<file path="src/rtl/mod_counter_pkg.sv">
// rtl/mod_counter_pkg.sv - shared constants for the modulo up/down counter
// Purpose: direction encodings and default parameter values used by
//          mod_counter and counter_prescaler.
// Ports:   none (package).
package mod_counter_pkg;

  localparam logic DIR_UP = 1'b1;
  localparam logic DIR_DN = 1'b0;

  localparam int DEF_WIDTH    = 8;
  localparam int DEF_MAX_VAL  = 255;
  localparam int DEF_PRESCALE = 1;

endpackage

</file>
<file path="src/rtl/counter_prescaler.sv">
// rtl/counter_prescaler.sv - enable prescaler producing one step per PRESCALE enabled cycles
// Purpose: counts enabled cycles 0..PRESCALE-1 and asserts step (combinationally)
//          on the enabled cycle at PRESCALE-1, then returns to 0. en=0 freezes it.
// Ports:
//   clk      in  clock, rising edge
//   rst      in  asynchronous active-low reset
//   en       in  count enable
//   sync_clr in  synchronous clear of the prescaler phase
//   step     out step strobe for the counter
module counter_prescaler
  import mod_counter_pkg::*;
#(
  parameter int PRESCALE = DEF_PRESCALE
) (
  input  logic clk,
  input  logic rst,
  input  logic en,
  input  logic sync_clr,
  output logic step
);

  generate
    if (PRESCALE <= 1) begin : g_bypass
      // No phase to track: every enabled cycle is a step.
      logic unused_ports;
      assign unused_ports = &{1'b0, clk, rst, sync_clr};
      assign step = en;
    end else begin : g_div
      localparam int CW = $clog2(PRESCALE);
      localparam logic [CW-1:0] LAST = CW'(PRESCALE - 1);

      logic [CW-1:0] cnt_q, cnt_d;

      always_comb begin
        cnt_d = cnt_q;
        step  = 1'b0;
        if (sync_clr) begin
          cnt_d = '0;
        end else if (en) begin
          if (cnt_q == LAST) begin
            cnt_d = '0;
            step  = 1'b1;
          end else begin
            cnt_d = cnt_q + CW'(1);
          end
        end
      end

      always_ff @(posedge clk or negedge rst) begin
        if (!rst) begin
          cnt_q <= '0;
        end else begin
          cnt_q <= cnt_d;
        end
      end
    end
  endgenerate

endmodule

</file>
<file path="src/rtl/mod_counter.sv">
// rtl/mod_counter.sv - parametrised modulo up/down counter with prescaler, load, clear, tc and sticky ovf
// Purpose: counts 0..MAX_VAL up or down, one step per PRESCALE enabled cycles.
//          Priority per edge: clr > load > step. Wrapping pulses tc for one cycle
//          and sets the sticky ovf flag (cleared by clr, load or reset).
// Configuration: define MOD_COUNTER_SAT_EN for saturating mode (hold at the
//          bound, set ovf, never pulse tc); undefined gives wrap-around mode.
// Ports:
//   clk       in  clock, rising edge
//   rst       in  asynchronous active-low reset
//   en        in  count enable (through prescaler)
//   up_dn     in  1 = up, 0 = down
//   clr       in  synchronous clear
//   load      in  synchronous parallel load
//   load_val  in  load value, clamped to MAX_VAL
//   out       out registered count
//   tc        out registered terminal-count pulse
//   ovf       out registered sticky overflow/underflow flag
module mod_counter
  import mod_counter_pkg::*;
#(
  parameter int WIDTH    = DEF_WIDTH,
  parameter int MAX_VAL  = DEF_MAX_VAL,
  parameter int PRESCALE = DEF_PRESCALE
) (
  input  logic             clk,
  input  logic             rst,
  input  logic             en,
  input  logic             up_dn,
  input  logic             clr,
  input  logic             load,
  input  logic [WIDTH-1:0] load_val,
  output logic [WIDTH-1:0] out,
  output logic             tc,
  output logic             ovf
);

  localparam logic [WIDTH-1:0] MAX = WIDTH'(MAX_VAL);

  logic [WIDTH-1:0] out_q, out_d;
  logic             tc_q, tc_d;
  logic             ovf_q, ovf_d;
  logic             step;

  counter_prescaler #(
    .PRESCALE(PRESCALE)
  ) u_prescaler (
    .clk     (clk),
    .rst     (rst),
    .en      (en),
    .sync_clr(clr | load),
    .step    (step)
  );

  always_comb begin
    out_d = out_q;
    tc_d  = 1'b0;
    ovf_d = ovf_q;
    if (clr) begin
      out_d = '0;
      ovf_d = 1'b0;
    end else if (load) begin
      out_d = (load_val > MAX) ? MAX : load_val;
      ovf_d = 1'b0;
    end else if (step) begin
      if (up_dn == DIR_UP) begin
        if (out_q == MAX) begin
`ifdef MOD_COUNTER_SAT_EN
          ovf_d = 1'b1;
`else
          out_d = '0;
          tc_d  = 1'b1;
          ovf_d = 1'b1;
`endif
        end else begin
          out_d = out_q + WIDTH'(1);
        end
      end else begin
        if (out_q == '0) begin
`ifdef MOD_COUNTER_SAT_EN
          ovf_d = 1'b1;
`else
          out_d = MAX;
          tc_d  = 1'b1;
          ovf_d = 1'b1;
`endif
        end else begin
          out_d = out_q - WIDTH'(1);
        end
      end
    end
  end

  always_ff @(posedge clk or negedge rst) begin
    if (!rst) begin
      out_q <= '0;
      tc_q  <= 1'b0;
      ovf_q <= 1'b0;
    end else begin
      out_q <= out_d;
      tc_q  <= tc_d;
      ovf_q <= ovf_d;
    end
  end

  assign out = out_q;
  assign tc  = tc_q;
  assign ovf = ovf_q;

endmodule

</file>
<file path="config.mk">
export PLATFORM = sky130hd
export DESIGN_NAME = mod_counter
export DESIGN_NICKNAME = d
export VERILOG_FILES = /design/src/rtl/mod_counter_pkg.sv /design/src/rtl/counter_prescaler.sv /design/src/rtl/mod_counter.sv
export SDC_FILE = /design/constraint.sdc
export NUM_CORES = 1
export LEC_CHECK = 0
export ABC_CLOCK_PERIOD_IN_PS = 2280
export CAP_MARGIN = 10
export CORE_MARGIN = 2
export CORE_UTILIZATION = 45
export DETAILED_ROUTE_END_ITERATION = 7
export PLACE_DENSITY_LB_ADDON = 0.3
export SLEW_MARGIN = 5
export SYNTH_ARGS = -nofsm -noshare
export SYNTH_HDL_FRONTEND = slang
export SYNTH_SLANG_ARGS = --single-unit
</file>
<file path="constraint.sdc">
create_clock -name clk -period 2.28 [get_ports clk]
set_input_delay 0.342 -clock clk [delete_from_list [all_inputs] [get_ports clk]]
set_output_delay 0.342 -clock clk [all_outputs]
set_load 0.1 [all_outputs]
</file>
# After elaboration in Yosys (flattened, before gate mapping)
# Index checks and enable logic that the tools add are counted.
# totals
reg_bits	10
output_inout_bits	10
wordCells	31
# classes
add_sub_neg	2
order_cmp	1
n_eq_ne	2
n_mux	19
reduce_logical	4
# op_table
operator	n
8-bit 2-to-1 mux	7
1-bit 2-to-1 mux	12
8-bit by 1-bit adder with 8-bit output, second input constant	1
8-bit == test, second input constant	1
8-bit > comparator, second input constant	1
8-bit zero test	1
8-bit by 1-bit subtractor with 8-bit output, second input constant	1
4-bit by 1-bit inequality test with 1-bit output, second input constant	1
4-bit nonzero test	1
3-bit AND reduction	1
3-bit nonzero test	1

# Logic depth before layout (Yosys ltp)
# logic_depth
ltp_word	6
ltp_mapped	7

# Hierarchy
# A second synthesis with hierarchy kept.
# unflattened
hier_cells	119
hier_area_um2	1001.0
# by_module_without_submodules
mod	n_inst	cells_per_inst	area_per_inst_um2
mod_counter	1	118	993.5
counter_prescaler	1	1	7.5

# Worst setup path before layout
# OpenSTA, ideal clock, no wires.
# synth_timing
path_type	register to register
from	register out_q[0], in the netlist out[0]
to	register out_q[6], in the netlist out[6]
setup_ps	134
t_arrival_ps	2250
slack_ps	-104
path_stages_with_launch	8
path_buffers	0
synth_period_minus_slack_ps	2384
cell_sequence	dfrtp_1 inv_1 ha_1 nor3b_1 o211ai_1 o31ai_1 a221oi_2 nor3_1
# synth_between
elab_chain_cells	6
word_cells_on_any_way	10
cone_classes	2 x add/sub; 1 x eq/ne; 6 x mux; 1 x reduce/logical
# synth_lines
element	line_no	source
start: declaration	mod_counter.sv:39	logic [WIDTH-1:0] out_q, out_d;
start signal: assignment	mod_counter.sv:99	out_q <= out_d;
8-bit by 1-bit subtractor with 8-bit output (tied with other cells)	mod_counter.sv:87	out_d = out_q - WIDTH'(1);
8-bit 2-to-1 mux (on tied branches)	mod_counter.sv:78, mod_counter.sv:66	
8-bit 2-to-1 mux *	mod_counter.sv:65	if (up_dn == DIR_UP) begin
8-bit 2-to-1 mux *	mod_counter.sv:64	end else if (step) begin
8-bit 2-to-1 mux *	mod_counter.sv:61	end else if (load) begin
8-bit 2-to-1 mux *	mod_counter.sv:58	if (clr) begin
# Every way passes the cells marked *; elsewhere a longest branch is shown, timed or not. The select of a mux whose other input is x is not followed.
# A chain may end at the register's enable or synchronous reset.

# Worst setup path in the final report
# layout_timing
from	register out_q[1], in the netlist out[1]
to	register out_q[2], in the netlist out[2]
# The elaborated chain is that of the path after synthesis.

==> impl_metrics.tcl <==
set metrics [dict create \
    rrSetupSlack_ns 0.31 \
    ctsHoldBuffers 0 \
    synthArstFlopShare_pct 100.0 \
    diodes 0 \
    dp_hpwl_um 1808 \
    cts_tree "yes" \
    routed-via-count 975 \
    finClkSkew_ns 0.002469 \
    clock_latency_ns 0.27 \
    netlist_instances 116 \
    grt_pass1_wl_um 3912 \
    layout_min_cycle_time_ns 1.969 \
    ir_drop_uv 406.2 \
    power_density_mw_per_mm2 542.8 \
    clkTransAtPathRegs_ns 0.06 \
    syn2layout_area_growth_pct 24.83 \
    setup_ws_ns 0.3107 \
    yosys-top-cells-area "dfrtp_1, a21oi_1, ha_1" \
    hold_viol_final 0 \
    floorplan.initialDensity_pct 47.77 \
    io_pins 24 \
    synth_area_um2 937.1 \
    ys_ff_latch 10 \
    slew_headroom_pct 68.87 \
    antenna_found_initial 0 \
    power.leakage_nw 0.4687 \
    mostFrequentLayoutCells "buf_4, clkdlybuf4s50_1, a21oi_1" \
    synth.top_cell.area_share_pct 26.70 \
    vias_per_cell 5.945 \
    cts_resized 0 \
    layout_commonest_cell "buf_4" \
    firstDrtPassIters 4 \
    drt_iter0_drc 54 \
    cts-root-buf "clkbuf_4" \
    wl_per_cell_um 14.37 \
    preCtsSetupSlack_ns 0.3415 \
    fmax_ghz 0.5078 \
    htree_levels 1 \
    r2r-start "out[1]" \
    r2r-end "out[2]" \
    setup_viol 0 \
    min_path_type "in -> async" \
    drtAntennaViolNets 0 \
    post-cts-setup-buffers 0 \
    drv_cap 0 \
    clock_sinks 10 \
    synth.avg_cell_area_um2 8.079 \
    synth_edf_count 0 \
    grtUsageTotal_pct 20.50 \
    drive_above_1_share_pct 18.98 \
    drv_slew 0 \
    worst_pin_slew_ns 0.4660 \
    gp_congestion 0.8746 \
    fin_util_pct 59.63 \
    overflow 0 \
    syn_nets 133 \
    rows 16 \
    synth_seq_area_share_pct 26.70 \
    cp-startpoint "out[1]" \
    grt_pass1_vias 835 \
    worst_ep_required_time_ns 2.45 \
    fillers 179 \
    ys_warn_count 0 \
    cp-end-kind "flip-flop" \
    synth_top_cell_by_area "dfrtp_1" \
    outcome "finished, final reports clean" \
    period_share_pct 86.37 \
    yosys_most_used_dff "dfrtp_1" \
    clock_tree.buffer_depth 2 \
    crit_path_max_fanout 9 \
    crit_type "reg -> reg" \
    start_kind "flip-flop" \
    die-area_mm2 0.002464 \
    yosysUniqueCellTypes 43 \
    die_h_um 49.64 \
    rsz0062_at_grt "false" \
    critPathCapture "out[2]" \
    arrival_ns 2.14 \
    grt_max_degree 13 \
    drc 0 \
    fp.coreArea_mm2 0.001962 \
    wirelength_um 2357 \
    io_buffers 23 \
    tns_ns 0 \
    die_x_um 49.64 \
    layout.nets 155 \
    cts_buffers 3 \
    ff2ff_path_depth 6 \
]
==> critical path, cell delays in order, from the launching register on <==
cell      delay, ns
dfrtp_2        0.47
inv_1          0.10
ha_1           0.18
nor3b_1        0.42
nand2_2        0.17
a211o_1        0.30
a221oi_1       0.22
==> synth_stat cells (all sizes together), types with 2 or more instances <==
master,number
xnor2,4
o211ai,3
mux2i,2
clkbuf,4
a21oi,10
ha,3
nor3,4
o21ai,7
dfrtp,10
nor2,8
nor2b,2
nor3b,4
or3,2
o31ai,2
a221oi,3
nand2,8
buf,6
nand3,7
inv,8
nand4,3
o32ai,2
==> area by class of cell <==
| type | instances | area, um2 | share of cell area, % |
|---|---|---|---|
| Tap cell | 27 | 33.78 | 2.888 |
| Multi-Input combinational cell | 88 | 591.8 | 50.59 |
| Clock buffer | 4 | 26.28 | 2.246 |
| Inverter | 8 | 30.03 | 2.567 |
| Sequential cell | 10 | 252.7 | 21.60 |
| Timing Repair Buffer | 27 | 235.2 | 20.11 |
==> metrics by stage <==
step                area, um2  cells  hold slack, ns  total power [mW]
floorplan               939.7    116         0.04641            0.4368
global placement         1144    160          0.5479            0.5055
detailed placement       1144    160          0.5867            0.5071
CTS                      1170    164          0.4146            0.6381
global route             1170    164          0.4353            0.6714
finish                   1170    164          0.3925            0.6350
==> per-layer routing <==
| metal | routed length [um] | up-vias | track usage [%] |
|---|---|---|---|
| met3 | 190 | 6 | 4.848 |
| met2 | 1155 | 62 | 34.22 |
| met1 | 968 | 436 | 26.33 |
| li1 | - | 471 | - |
| met5 | 0 | - | 0 |
| met4 | 42 | 0 | 5.556 |
==> where the power goes <==
group	total, mW	internal (mW)	switching [mW]	leakage (nW)
logic	0.285	0.102	0.184	0.325
registers	0.221	0.190	0.0315	0.129
clock network	0.128	0.0677	0.0605	0.0150
total	0.635	0.359	0.276	0.469
==> state kept, by name, summed over array words and instances, names as in the netlist <==
register and cells:
out 8, ovf 1, tc 1
==> worst min path at each step <==
stage	endpoint	slack, ns	depth (start not counted)
after floorplan	out[0]	0.05	0
after global placement	ovf	0.55	2
after detailed placement	ovf	0.59	2
after CTS	out[6]	0.41	1
after global routing	out[6]	0.44	1
final	tc	0.39	1
==> cells by family (layout without fill, tap and decap cells) <==
group	Yosys count	in the layout	synth area share [%]
flops	10	10	26.70
buf+inv	18	39	10.15
simple gates	45	45	28.04
xor+xnor	5	5	4.673
fa+ha+maj	3	3	4.006
mux	2	2	2.136
compound gates	33	33	24.30
No activity file was read; power rests on OpenSTA's default activity.
